### src/rtl/macro_ctrl.sv
// ---------------------------------------------------------------------------
// macro_ctrl
//
// Command sequencer for a compute-in-memory macro. It accepts one command at
// a time and translates it into macro strobes:
//   LOAD    : streams ROWS weight rows from the wt_* channel into the macro.
//   READ    : reads one row back and returns it zero-extended on rsp_*.
//   COMPUTE : registers the activations, waits CMP_LAT cycles and returns
//             the macro's PSUM on rsp_*.
//   op 11   : reserved; it is accepted and silently dropped.
//
// Ports
//   clk, rst                 : clock; synchronous active-high reset
//   cmd_valid/cmd_ready      : command channel (cmd_op, cmd_addr, act_data)
//   wt_valid/wt_ready        : weight-row channel (wt_data, 4b x 8)
//   rsp_valid/rsp_ready      : response channel (rsp_data, 14b x 8 or row)
//   load_done                : one-cycle pulse after the last LOAD beat
//   busy                     : controller is not in IDLE
//   STDW, STDR, STD_A        : macro write strobe, read strobe, row address
//   weight_in, act_in        : data driven into the macro
//   weight_out, PSUM         : data returned by the macro
//   dbg_state                : current FSM state (IDLE=0 LOAD=1 READ=2
//                              CMP=3 RSP=4), for observation only
//
// Handshakes: every channel uses valid/ready. A transfer happens on a rising
// clock edge where both valid and ready are high. A valid source keeps its
// payload stable until that edge; ready never depends on valid of the same
// channel (wt_ready and cmd_ready depend only on state and rst).
//
// While rst is high every output is forced to zero, independently of the
// state still held in the flops, so nothing leaks out during the reset cycle.
// Macro contents are never cleared.
// ---------------------------------------------------------------------------
module macro_ctrl #(
  parameter int ROWS    = 64,  // rows per LOAD, 1..64 (STD_A is 6 bits)
  parameter int CMP_LAT = 1    // CMP cycles before PSUM capture, 1..15
) (
  input  logic         clk,
  input  logic         rst,
  // command channel
  input  logic         cmd_valid,
  output logic         cmd_ready,
  input  logic [1:0]   cmd_op,
  input  logic [5:0]   cmd_addr,
  input  logic [255:0] act_data,
  // weight channel
  input  logic         wt_valid,
  output logic         wt_ready,
  input  logic [31:0]  wt_data,
  // response channel
  output logic         rsp_valid,
  input  logic         rsp_ready,
  output logic [111:0] rsp_data,
  // status
  output logic         load_done,
  output logic         busy,
  // macro interface
  output logic         STDW,
  output logic         STDR,
  output logic [5:0]   STD_A,
  output logic [31:0]  weight_in,
  output logic [255:0] act_in,
  input  logic [31:0]  weight_out,
  input  logic [111:0] PSUM,
  // debug
  output logic [2:0]   dbg_state
);

  typedef enum logic [2:0] {
    ST_IDLE = 3'd0,
    ST_LOAD = 3'd1,
    ST_READ = 3'd2,
    ST_CMP  = 3'd3,
    ST_RSP  = 3'd4
  } state_t;

  localparam logic [1:0] OP_LOAD    = 2'b00;
  localparam logic [1:0] OP_READ    = 2'b01;
  localparam logic [1:0] OP_COMPUTE = 2'b10;

  localparam logic [5:0] LAST_ROW = 6'(ROWS - 1);
  localparam logic [3:0] LAT_LAST = 4'(CMP_LAT - 1);

  state_t         state_q, state_d;
  logic [5:0]     row_q, row_d;         // next weight row to write
  logic [5:0]     addr_q, addr_d;       // row latched for READ
  logic [3:0]     lat_q, lat_d;         // cycles already spent in CMP
  logic [255:0]   act_q, act_d;         // activations held for the macro
  logic [111:0]   rsp_q, rsp_d;         // response payload
  logic           load_done_q, load_done_d;

  // -------------------------------------------------------------------------
  // Next-state logic
  // -------------------------------------------------------------------------
  always_comb begin
    state_d     = state_q;
    row_d       = row_q;
    addr_d      = addr_q;
    lat_d       = lat_q;
    act_d       = act_q;
    rsp_d       = rsp_q;
    load_done_d = 1'b0;

    unique case (state_q)
      ST_IDLE: begin
        // cmd_ready is high throughout IDLE, so cmd_valid alone is the accept.
        if (cmd_valid) begin
          unique case (cmd_op)
            OP_LOAD: begin
              row_d   = '0;
              state_d = ST_LOAD;
            end
            OP_READ: begin
              addr_d  = cmd_addr;
              state_d = ST_READ;
            end
            OP_COMPUTE: begin
              act_d   = act_data;
              lat_d   = '0;
              state_d = ST_CMP;
            end
            default: begin
              // Reserved op: consumed with no effect, stay in IDLE.
              state_d = ST_IDLE;
            end
          endcase
        end
      end

      ST_LOAD: begin
        // wt_ready is high in LOAD, so every wt_valid cycle is a beat.
        if (wt_valid) begin
          if (row_q == LAST_ROW) begin
            row_d       = '0;
            load_done_d = 1'b1;
            state_d     = ST_IDLE;
          end else begin
            row_d = row_q + 6'd1;
          end
        end
      end

      ST_READ: begin
        // The macro presents the addressed row during the single READ cycle.
        rsp_d   = {80'b0, weight_out};
        state_d = ST_RSP;
      end

      ST_CMP: begin
        if (lat_q == LAT_LAST) begin
          rsp_d   = PSUM;
          state_d = ST_RSP;
        end else begin
          lat_d = lat_q + 4'd1;
        end
      end

      ST_RSP: begin
        if (rsp_ready) begin
          state_d = ST_IDLE;
        end
      end

      default: begin
        state_d = ST_IDLE;
      end
    endcase
  end

  // -------------------------------------------------------------------------
  // State registers
  // -------------------------------------------------------------------------
  always_ff @(posedge clk) begin
    if (rst) begin
      state_q     <= ST_IDLE;
      row_q       <= '0;
      addr_q      <= '0;
      lat_q       <= '0;
      act_q       <= '0;
      rsp_q       <= '0;
      load_done_q <= 1'b0;
    end else begin
      state_q     <= state_d;
      row_q       <= row_d;
      addr_q      <= addr_d;
      lat_q       <= lat_d;
      act_q       <= act_d;
      rsp_q       <= rsp_d;
      load_done_q <= load_done_d;
    end
  end

  // -------------------------------------------------------------------------
  // Outputs: decoded from registered state, all forced low during reset.
  // -------------------------------------------------------------------------
  logic in_load;
  logic in_read;

  assign in_load = !rst && (state_q == ST_LOAD);
  assign in_read = !rst && (state_q == ST_READ);

  assign cmd_ready = !rst && (state_q == ST_IDLE);
  assign wt_ready  = in_load;
  // Write strobe follows wt_valid directly so a stalled beat never writes.
  assign STDW      = in_load && wt_valid;
  // STDR only in READ, STDW only in LOAD: the two can never overlap.
  assign STDR      = in_read;
  assign STD_A     = in_load ? row_q :
                     in_read ? addr_q : 6'd0;
  assign weight_in = in_load ? wt_data : 32'd0;
  assign act_in    = rst ? 256'd0 : act_q;
  assign rsp_valid = !rst && (state_q == ST_RSP);
  assign rsp_data  = rst ? 112'd0 : rsp_q;
  assign load_done = !rst && load_done_q;
  assign busy      = !rst && (state_q != ST_IDLE);
  assign dbg_state = rst ? 3'd0 : state_q;

endmodule
### config.mk
export PLATFORM = sky130hd
export DESIGN_NAME = macro_ctrl
export DESIGN_NICKNAME = d
export VERILOG_FILES = /design/src/rtl/macro_ctrl.sv
export SDC_FILE = /design/constraint.sdc
export NUM_CORES = 1
export LEC_CHECK = 0
export ABC_AREA = 1
export ABC_CLOCK_PERIOD_IN_PS = 4300
export BUFFER_PORTS_ARGS = -buffer_cell sky130_fd_sc_hd__buf_4
export CAP_MARGIN = 20
export CORE_AREA = 2 2 338 340
export CTS_BUF_LIST = sky130_fd_sc_hd__clkbuf_8
export CTS_CLUSTER_SIZE = 8
export DETAILED_ROUTE_END_ITERATION = 12
export DIE_AREA = 0 0 340 342
export SETUP_SLACK_MARGIN = 0.05
export SLEW_MARGIN = 20
export SYNTH_ARGS = -nofsm -noshare
export SYNTH_HDL_FRONTEND = slang
export SYNTH_SLANG_ARGS = --single-unit
export TNS_END_PERCENT = 100
### constraint.sdc
create_clock -name clk -period 4.3 [get_ports clk]
set_input_delay 0.43 -clock clk [delete_from_list [all_inputs] [get_ports clk]]
set_output_delay 0.43 -clock clk [all_outputs]
set_load 0.1 [all_outputs]
==> flow_summary.json <==
{
  "outcome": "finished clean",
  "grt_pass1_vias": 19430,
  "io_pins": 861,
  "multiInputGateArea_um2": 6561,
  "top_layer": "met5",
  "netlist_area_um2": 16820,
  "synth-xor-area-share": 0.001041,
  "place_congestion": 0.8344,
  "yosys.area_share.simple": 0.2127,
  "seq_area_frac_synth": 0.4617,
  "die_w_um": 340,
  "grt_max_degree": 109,
  "mostFrequentLayoutCells": "buf_4, nor2_1, inv_1",
  "synth-compound-area-share": 0.1712,
  "path_clk_slew_ns": 0.06,
  "final_common_cell": "buf_4",
  "end_kind": "output port",
  "drive_gt1_frac": 0.2730,
  "hold_buffers": 387,
  "slew_viol_final": 0,
  "io_buffers": 860,
  "cts_sinks": 388,
  "cts_resized": 0,
  "met1Wirelength_um": 32840,
  "yosysWarnings": 0,
  "netlist_instances": 2479,
  "nets": 4111,
  "hold_slack_ns": 0.1053,
  "wl_met3_um": 5742,
  "synthAdderAreaFrac": 0.004462,
  "fmax_ghz": 0.2888,
  "postCtsSetupRepairBufs": 0,
  "vias": 20130,
  "synth.area.mux_share": 0,
  "slew_headroom": 0.3674,
  "hpwl_um": 52360,
  "seqCellArea_um2": 7767,
  "syn_nets": 2930,
  "ys_ff_latch": 388,
  "critPathMaxFanout": 7,
  "finalCritPeriodShare": 0.8052,
  "die_y_um": 342,
  "finalHoldViolations": 0,
  "power_leakage_nw": 13.78,
  "ir_worst_vdd_uv": 269.4,
  "worstHoldPathCells": 3,
  "clock_latency_ns": 0.70,
  "reg2reg_slack_ns": 1.42,
  "routed_via_density": 3.845,
  "dr.pass1.iters": 5,
  "cap_viol_max_count": 0,
  "ant_nets": 0,
  "syn_area_per_cell_um2": 6.787,
  "core_area_um2": 113100,
  "synth_edf_count": 0,
  "cp.arrival_ns": 3.03,
  "clk_path_buf_depth": 3,
  "fin_skew_ns": 0.04882,
  "drt_iter0_markers": 891,
  "dr_wl_met2_um": 33470,
  "fillCellCount": 12120,
  "grt.overflow.total": 0,
  "num_rows": 124,
  "cts_tree": "done",
  "wl_per_cell_um": 14.23,
  "start_kind": "register",
  "grt_util_all_layers": 0.1209,
  "root_buffer": "clkbuf_8",
  "area_growth_pct": 78.65,
  "synth.distinct_cells": 27,
  "critPathKind": "reg2out",
  "final.min_clock_period_ns": 3.462,
  "numCtsBuffers": 76,
  "synth_top_family_by_area": "simple AND/OR/NAND/NOR gates",
  "cellPowerDensity_nw_per_um2": 441.9,
  "start_util": 0.1488,
  "drc": 0,
  "antenna_found_initial": 18,
  "routed_wl_um": 74510,
  "cts_max_level": 3,
  "reg2reg_depth": 7,
  "worst_slew_pin_slew_ns": 0.9490,
  "die_area_um2": 116300,
  "setup_tns_ns": 0,
  "grt_pass1_wl_um": 110700,
  "critPathRequiredTime_ns": 3.87,
  "rsz0062_at_grt": "false",
  "ys.flop_type": "dfxtp_1",
  "finalSetupViolCount": 0,
  "synthArstFlopShare": 0,
  "hold_class": "in2reg"
}
## synthesized netlist by cell type (10+ instances only)
cell type,number,area [um^2]
nor2_1,490,1839
inv_1,427,1603
dfxtp_1,388,7767
nand2_1,297,1115
a21oi_1,268,1341
o21ai_0,224,1121
nand3_1,97,485.5
clkbuf_1,83,311.6
o21ai_1,77,385.4
buf_2,53,265.3
buf_4,23,172.7
buf_6,10,112.6
## worst max-delay path, cell delays in order (launching register included)
cell	delay [ns]
dfxtp_1	0.38
inv_1	0.13
nor2_1	0.41
nand3_1	0.63
o21ai_0	0.46
buf_4	0.35
## state kept, by name (all words and copies together), names as in the netlist
| register | flops |
|---|---|
| act_q | 256 |
| rsp_q | 112 |
| addr_q | 6 |
| row_q | 6 |
| lat_q | 4 |
| state_q | 3 |
| load_done_q | 1 |
## metal layers
metal | vias up | global-route usage
li1 | 9997 | -
met1 | 9213 | 0.1541
met2 | 761 | 0.1911
met3 | 154 | 0.03529
met4 | 8 | 0.04821
met5 | - | 0
## area by class of cell
cell class                      instances  share of cell area
Multi-Input combinational cell       1484              0.2183
Timing Repair Buffer                 1278              0.3542
Inverter                              432             0.05424
Clock inverter                         37            0.007618
Tap cell                             1512             0.06294
Clock buffer                           95             0.04350
Sequential cell                       388              0.2584
Antenna cell                           10           0.0008325
## worst paths after layout
check               startpoint         end
hold reg to reg      act_q[87]   act_q[87]
hold / removal    act_data[22]   act_q[22]
setup / recovery    state_q[1]    STD_A[0]
setup reg to reg    state_q[0]  act_q[207]
## report_power, final
part           internal, mW  switching (mW)  total (mW)
sequential             4.04           0.146        4.19
combinational          1.37            3.89        5.26
clock                  2.06            1.77        3.84
total                  7.48            5.80        13.3
## cells by family after synthesis
family	after synthesis
AOI/OAI and AO/OA	574
and+or+nand+nor	902
xor gates and xnor gates	2
adders and majority gates	6
DFF	388
buffers and inverters	607
## per-stage QoR
stage | power, mW | instance area, um^2 | instances | utilization | setup WS (ns)
final | 13.28 | 30060 | 5236 | 0.2658 | 0.8377
after global routing | 13.99 | 30050 | 5232 | 0.2657 | 0.5670
after CTS | 13.45 | 30030 | 5226 | 0.2655 | 0.5835
after detailed placement | 9.178 | 24620 | 4707 | 0.2177 | 1.009
after global placement | 9.149 | 24620 | 4707 | 0.2177 | 0.9656
after floorplan | 7.925 | 16820 | 2479 | - | 0.5939
(Power assumes the default switching activity.)
